===== src/rtl/down_counter_4bit_load.sv =====
// down_counter_4bit_load
// Loadable synchronous down counter with a one-cycle terminal-count pulse.
// A load arms the counter (RUN) with a non-zero value. Each enabled clock in
// RUN decrements it. Reaching the terminal count either stops the counter at
// zero (one-shot) or reloads the last loaded value (periodic timer).
module down_counter_4bit_load #(
    parameter int WIDTH       = 4,
    parameter int AUTO_RELOAD = 0
) (
    input  logic             clk,
    input  logic             clr_n,
    input  logic             load,
    input  logic             en,
    input  logic [WIDTH-1:0] d,
    output logic [WIDTH-1:0] q,
    output logic             zero,
    output logic             busy,
    output logic             done
);

    typedef enum logic {
        IDLE = 1'b0,
        RUN  = 1'b1
    } state_t;

    state_t           state_reg;
    state_t           state_next;
    logic [WIDTH-1:0] q_reg;
    logic [WIDTH-1:0] q_next;
    logic [WIDTH-1:0] rl_reg;
    logic [WIDTH-1:0] rl_next;
    logic             done_reg;
    logic             done_next;
    logic             terminal;

    // Terminal count: the enabled edge that would take q from 1 to 0.
    assign terminal = (q_reg == WIDTH'(1));

    // State, count, reload value and done pulse; clear is immediate.
    always_ff @(posedge clk or negedge clr_n) begin
        if (!clr_n) begin
            state_reg <= IDLE;
            q_reg     <= '0;
            rl_reg    <= '0;
            done_reg  <= 1'b0;
        end else begin
            state_reg <= state_next;
            q_reg     <= q_next;
            rl_reg    <= rl_next;
            done_reg  <= done_next;
        end
    end

    // Next-state logic: load beats counting, counting only happens in RUN.
    always_comb begin
        state_next = state_reg;
        q_next     = q_reg;
        rl_next    = rl_reg;
        done_next  = 1'b0;

        if (load) begin
            // A load discards whatever the counter would have done this edge.
            q_next     = d;
            rl_next    = d;
            state_next = (d != '0) ? RUN : IDLE;
        end else if ((state_reg == RUN) && en) begin
            if (terminal) begin
                done_next = 1'b1;
                if (AUTO_RELOAD != 0) begin
                    // Periodic mode: q jumps straight back, never showing 0.
                    q_next = rl_reg;
                end else begin
                    q_next     = '0;
                    state_next = IDLE;
                end
            end else if (q_reg != '0) begin
                // Guard keeps 0 from ever wrapping to all-ones.
                q_next = q_reg - WIDTH'(1);
            end
        end
    end

    assign q    = q_reg;
    assign zero = (q_reg == '0);
    assign busy = (state_reg == RUN);
    assign done = done_reg;

endmodule

===== config.mk =====
export PLATFORM = sky130hd
export DESIGN_NAME = down_counter_4bit_load
export DESIGN_NICKNAME = d
export VERILOG_FILES = /design/src/rtl/down_counter_4bit_load.sv
export SDC_FILE = /design/constraint.sdc
export NUM_CORES = 1
export LEC_CHECK = 0
export CORE_AREA = 4 4 41 43
export CTS_CLUSTER_DIAMETER = 50
export DETAILED_ROUTE_END_ITERATION = 10
export DIE_AREA = 0 0 45 47
export DONT_BUFFER_PORTS = 1
export PLACE_DENSITY = 0.44
export SLEW_MARGIN = 20
export SYNTH_ARGS = -nofsm -noshare
export SYNTH_HDL_FRONTEND = slang
export SYNTH_SLANG_ARGS = --single-unit

===== constraint.sdc =====
create_clock -name clk -period 2.5 [get_ports clk]
set_input_delay 0.5 -clock clk [delete_from_list [all_inputs] [get_ports clk]]
set_output_delay 0.5 -clock clk [all_outputs]
set_load 0.01 [all_outputs]

==> out/qor.yml, run 1 <==
outcome:
  status: "completed"
critical_path:
  r2r_start: "q[1]$_DFFE_PN0P_"
  cp_data_arrival_time_ns: 1.47
  cp_data_required_time_ns: 2.00
  crit_path_max_incr_delay_ns: 0.47
  crit_fanout: 6
  setup.worst_path.end_class: "output port"
  critPathTopFamily: "flip-flops"
  setup.worst_path.start_class: "flop"
  ff2ff_setup_slack_ns: 0.69
  r2r_end: "q[0]$_DFFE_PN0P_"
  category_of_the_critical_setup_timing_path: "reg2out"
  cp.buffers_inverters: 2
  timing.reg2reg.worst_path_depth: 5
  worst_path_most_repeated_cell: "inv_1"
  cpMaxStageDelayCell: "dfrtp_1"
  crit_path_cell_trace: "inv_1 -> ha_1 -> or3b_4 -> inv_1"
power_and_ir_drop:
  worst_ir_drop_vdd_mv: 0.179
  cellPowerDensity_nw_per_um2: 671
  cellLeakagePower_nw: 0.212
synth:
  mappedNetlistArea_um2: 423
  synth.distinct_cells: 23
  yosysSeqAreaShare_pct: 35.5
  postSynthNetCount: 57
  syn_inst: 46
  postSynthRegisterBits: 6
  postSynthAreaPerCell_um2: 9.19
  ys_warn_count: 0
detailed_routing:
  wire_per_inst_um: 15.6
  detail_route.vias_per_cell: 5.80
  ant_nets: 0
  drt_drc_violations_left: 0
  num_vias: 371
  drt_wl_total_um: 998
  1st_pass_router_iterations: 4
  dr.first_iter.drc_count: 11
global_routing:
  wire_length_of_the_first_global_routing_pass_um: 1590
  track_usage_pct: 11.0
  grt_pass1_vias: 351
  global_route_congestion_overflow_total: 0
  grt_start_max_net_pins: 15
  grt_antenna_before_repair: 0
min_path:
  hold_path.startpoint: "load"
  timing.hold.worst_endpoint: "done$_DFF_PN0_"
  timing.hold.worst.class: "in2reg"
  min_delay_path_depth: 1
die:
  placement_rows: 13
  die_area_um2: 2120
  fp.dieH_um: 47
  num_io_pins: 15
  core_area_um2: 1300
  initial_standard_cell_utilization_of_the_core_pct: 32.5
  die_w_um: 45
layout:
  n_fill_cell: 139
  core_occupancy_in_the_finished_layout_pct: 36.1
  seqCellArea_um2: 150
  antennaDiodeCount: 0
  largest_reg_flops: 4
  area_growth_syn_to_layout_pct: 10.9
  nNetsFinal: 62
  multiInputGateArea_um2: 241
  final_layout_size_suffix_gt1_share_pct: 10.2
sta:
  worst_slew_margin_relative_to_its_limit_pct: 76.4
  final_period_minus_worst_setup_slack_ns: 1.97
  tightestPinTransition_ns: 0.345
  timing.final.ws_setup_ns: 0.529
  final-setup-viol-count: 0
  rsz0062_at_grt: "false"
  timing.clock.skew_ns: 0.00102
  report.final.hold_viol_count: 0
  finalMaxSlewViolations: 0
  min_period_over_period_pct: 78.8
  totalNegativeSetupSlack_ns: 0
  max_freq_mhz: 507
clock_tree:
  htree_num_levels: 1
  cts-root-buf: "clkbuf_4"
  tritoncts: "yes"
  worstSkewPairLatency_ns: 0.24
  clock_sink_count: 6
  cts_inserted_buffers: 3
  max-clock-path-buffers: 2
  ctsResizeCount: 0
  path_clk_slew_ns: 0.04
placed_design:
  preCtsSetupSlack_ns: 0.690
  gp_congestion: 0.810
  place_hpwl_um: 815
  port_buffers: 0
job:
  max_cap_violations: 0
==> logic make-up after synthesis <==
family / count (synthesis) / synth area share (%)
AND/OR/NAND/NOR: 13 / 18.9
multiplexers: 1 / 2.37
AO/OA/AOI/OAI: 15 / 26.9
adder cells (fa/ha/maj): 3 / 8.88
buffers and inverters: 8 / 7.40
flip-flops: 6 / 35.5
==> what timing repair did <==
| action | CTS | global route |
|---|---|---|
| hold buffers | 1 | 0 |
| setup buffers | 0 | 0 |
| setup endpoints to repair | 0 | 0 |
| endpoints found under the hold margin | 6 | 0 |
==> synthesized netlist by cell type (all sizes together) <==
library cell	number	area share, %
nor4bb	1	2.4
a31oi	1	1.5
nor3	2	2.4
or3b	2	4.7
nand2	2	1.8
a311oi	1	2.1
ha	3	8.9
and2	2	3.0
mux2i	1	2.4
o41ai	1	2.1
a2111oi	2	4.1
or3	1	1.5
o21ai	3	3.5
o2111ai	1	2.1
a22o	3	6.2
o31ai	2	3.5
nor2	2	1.8
inv	7	6.2
a21o	1	1.8
nand2b	1	1.5
dfrtp	6	36
buf	1	1.2
==> per-layer routing <==
layer | track usage, % | part of all wire, % | vias up
met3 | 3.07 | 10 | 2
met1 | 13.4 | 43 | 168
met5 | 0 | 0 | -
met2 | 15.5 | 45 | 21
met4 | 10.5 | 1.9 | 0
li1 | - | - | 180
==> power breakdown <==
group          switching [mW]  internal [mW]
combinational          0.0432         0.0410
sequential             0.0329          0.112
clock                  0.0318         0.0541
total                   0.108          0.207
==> worst max path at each step <==
| stage | startpoint | endpoint | cells after the start | slack (ns) |
|---|---|---|---|---|
| 6_report | q[0]$_DFFE_PN0P_ | zero | 4 | 0.53 |
| 2_1_floorplan | q[0]$_DFFE_PN0P_ | q[0]$_DFFE_PN0P_ | 5 | 0.83 |
| 5_1_grt | q[0]$_DFFE_PN0P_ | zero | 4 | 0.43 |
| 3_5_place_dp | q[1]$_DFFE_PN0P_ | q[0]$_DFFE_PN0P_ | 5 | 0.69 |
| 4_1_cts | q[0]$_DFFE_PN0P_ | zero | 4 | 0.51 |
| 3_3_place_gp | q[1]$_DFFE_PN0P_ | q[0]$_DFFE_PN0P_ | 5 | 0.67 |
==> cell type report <==
type                            count  share of cell area [%]
Multi-Input combinational cell     32                    51.5
Sequential cell                     6                    32.0
Inverter                            7                    5.60
Clock buffer                        3                    4.80
Tap cell                           15                    4.00
Timing Repair Buffer                1                    2.13
==> worst register-to-register path: cells and delay by family (launching register included) <==
family,cells,cell delay (ns)
AND/OR/NAND/NOR,1,0.50
adder cells (fa/ha/maj),1,0.24
flip-flops,1,0.44
AO/OA/AOI/OAI,2,0.39
buffers and inverters,1,0.13
==> stage by stage <==
stage               hold WS (ns)  std cells  cell area (µm²)  power [mW]
floorplan                  0.204         46              423       0.209
global route               0.338         64              469       0.342
global placement           0.205         60              437       0.230
CTS                        0.341         64              469       0.320
finish                     0.349         64              469       0.315
detailed placement         0.205         60              437       0.229
==> placed cells by master (no fill, tap or decap), types with 2 or more instances in the layout <==
master / count
ha_1: 3
dfrtp_1: 6
a22o_1: 3
and2_1: 2
nand2_1: 2
inv_1: 7
nor2_1: 2
clkbuf_4: 3
o31ai_1: 2
nor3_1: 2
o21ai_0: 3
a2111oi_0: 2
Note: power is estimated with default switching activity, not from simulation.
==> inputs of run 2 (changes only) <==
- PLACE_DENSITY: 0.44 -> 0.46
- clock period: 2.5 -> 1.8 ns (I/O delays scaled with it)
==> run 2 against run 1 <==
Clock-buffer cell count unchanged. Sequential share of layout area shrank 2.2 points. Critical path depth stayed put. First-iteration DRC count is 73% lower. Combinational power increased by 100%. Die area did not move. Critical endpoint unchanged.
==> out/qor.yml, run 2 (same netlist as run 1, synthesis figures left out) <==
outcome:
  status: "completed"  # unchanged
detailed_routing:
  1st_pass_router_iterations: 4  # unchanged
  ant_nets: 0  # unchanged
  drt_wl_total_um: 1090  # was 998 µm
  drt_drc_violations_left: 0  # unchanged
  wire_per_inst_um: 16.1  # was 15.6 µm
  dr.first_iter.drc_count: 3  # was 11
  detail_route.vias_per_cell: 5.82  # was 5.80
  num_vias: 396  # was 371
layout:
  antennaDiodeCount: 0  # unchanged
  largest_reg_flops: 4  # unchanged
  layout.cells.non_filler: 68  # was 64
  design_area_um2: 504  # was 469 µm²
  n_fill_cell: 139  # unchanged
  final_layout_size_suffix_gt1_share_pct: 20.8  # was 10.2%
  area_growth_syn_to_layout_pct: 19.2  # was 10.9%
  most-common-layout-cells: "inv_1 (6), dfrtp_1 (6), buf_4 (4)"  # was inv_1 (7), dfrtp_1 (6)
  core_occupancy_in_the_finished_layout_pct: 38.8  # was 36.1%
  nNetsFinal: 66  # was 62
die:
  fp.dieH_um: 47  # unchanged
  core_area_um2: 1300  # unchanged
  die_w_um: 45  # unchanged
  initial_standard_cell_utilization_of_the_core_pct: 32.5  # unchanged
  num_io_pins: 15  # unchanged
  die_area_um2: 2120  # unchanged
  placement_rows: 13  # unchanged
sta:
  min_period_over_period_pct: 96.0
  totalNegativeSetupSlack_ns: 0  # unchanged
  timing.clock.skew_ns: 0.00183  # was 0.00102 ns
  tightestPinTransition_ns: 0.447  # was 0.345 ns
  max_freq_mhz: 579
  report.final.hold_viol_count: 0  # unchanged
  finalMaxSlewViolations: 0  # unchanged
  timing.final.ws_setup_ns: 0.0729  # was 0.529 ns
  final-setup-viol-count: 0  # unchanged
  hold_ws_ns: 0.215  # was 0.349 ns
  worst_slew_margin_relative_to_its_limit_pct: 69.4  # was 76.4%
  final_period_minus_worst_setup_slack_ns: 1.73
critical_path:
  ff2ff_setup_slack_ns: 0.10  # was 0.69 ns
  setup.worst_path.start_class: "flop"  # unchanged
  timing.reg2reg.worst_path_depth: 5  # unchanged
  cp_data_arrival_time_ns: 1.37  # was 1.47 ns
  crit_fanout: 4  # was 6
  setup.worst_path.end_class: "output port"  # unchanged
  r2r_end: "q[0]$_DFFE_PN0P_"  # unchanged
  category_of_the_critical_setup_timing_path: "reg2out"  # unchanged
  r2r_start: "q[1]$_DFFE_PN0P_"  # unchanged
  cp_data_required_time_ns: 1.44  # was 2.00 ns
clock_tree:
  tritoncts: "yes"  # unchanged
  max-clock-path-buffers: 2  # unchanged
  worstSkewPairLatency_ns: 0.24  # about the same
  htree_num_levels: 1  # unchanged
  post-cts-setup-buffers: 0  # unchanged
  cts-root-buf: "clkbuf_4"  # unchanged
  path_clk_slew_ns: 0.04  # about the same
  cts_inserted_buffers: 3  # unchanged
  clock_sink_count: 6  # unchanged
placed_design:
  preCtsSetupSlack_ns: 0.0785  # was 0.690 ns
  numPlacedInstances: 64  # was 60
  port_buffers: 0  # unchanged
  placed_area_um2: 467  # was 437 µm²
  gp_congestion: 0.912  # was 0.810
  place_hpwl_um: 856  # was 815 µm
power_and_ir_drop:
  worst_ir_drop_vdd_mv: 0.213  # was 0.179 mV
  post-layout-total-power_uw: 474  # was 315 µW
  cellLeakagePower_nw: 0.231  # was 0.212 nW
  cellPowerDensity_nw_per_um2: 941  # was 671 nW/µm²
job:
  max_cap_violations: 0  # unchanged
global_routing:
  global_route_congestion_overflow_total: 0  # unchanged
  grt_start_max_net_pins: 15  # unchanged
  wire_length_of_the_first_global_routing_pass_um: 1700  # was 1590 µm
  grt_antenna_before_repair: 0  # unchanged
  track_usage_pct: 12.0  # was 11.0%
  grt_pass1_vias: 375  # was 351
min_path:
  timing.hold.worst.class: "in2reg"  # unchanged
  min_delay_path_depth: 1  # unchanged
  timing.hold.worst_endpoint: "done$_DFF_PN0_"  # unchanged
  hold_path.startpoint: "load"  # unchanged
-- run 2: cell count changes in the layout (fill, tap and decap cells not counted) --
cell     delta
inv_2       +1
inv_1       -1
o31ai_2     +1
o31ai_1     -1
buf_4       +4
-- run 2: cell type report --
type | count | area, µm² | share of cell area, %
Clock buffer | 3 | 22.5 | 4.47
Inverter | 7 | 26.3 | 5.21
Multi-Input combinational cell | 32 | 246 | 48.9
Sequential cell | 6 | 150 | 29.8
Tap cell | 15 | 18.8 | 3.72
Timing Repair Buffer | 5 | 40.0 | 7.94
-- run 2: critical path, stage by stage, from the launching register on --
cell	delay, ns
dfrtp_1	0.38
inv_1	0.10
ha_1	0.15
or3b_4	0.41
inv_2	0.09
-- run 2: worst max-delay path by stage --
stage,startpoint,endpoint,slack [ns]
4_1_cts,q[0]$_DFFE_PN0P_,zero,0.04
5_1_grt,q[1]$_DFFE_PN0P_,zero,-0.002
6_report,q[1]$_DFFE_PN0P_,zero,0.07
3_5_place_dp,q[0]$_DFFE_PN0P_,q[2]$_DFFE_PN0P_,0.08
3_3_place_gp,q[0]$_DFFE_PN0P_,q[2]$_DFFE_PN0P_,0.1
2_1_floorplan,q[0]$_DFFE_PN0P_,q[0]$_DFFE_PN0P_,0.13
-- run 2: timing repair --
item	in CTS	in global routing
endpoints found under the hold margin	6	0
resized for setup	0	2
endpoints found under the setup margin	0	2
hold buffers	1	0
-- run 2: per-layer routing --
metal / global-route usage [%] / share of wire (%) / vias to the layer above
met3: 6.13 / 13 / 2
met5: 0 / 0 / -
met4: 10.5 / 0.55 / 0
met1: 13.8 / 38 / 184
li1: - / - / 186
met2: 16.1 / 48 / 24
-- run 2: power breakdown --
| group | total (mW) | switching, mW | internal [mW] |
|---|---|---|---|
| Combinational | 0.168 | 0.0893 | 0.0786 |
| Clock | 0.122 | 0.0466 | 0.0753 |
| Sequential | 0.185 | 0.0288 | 0.156 |
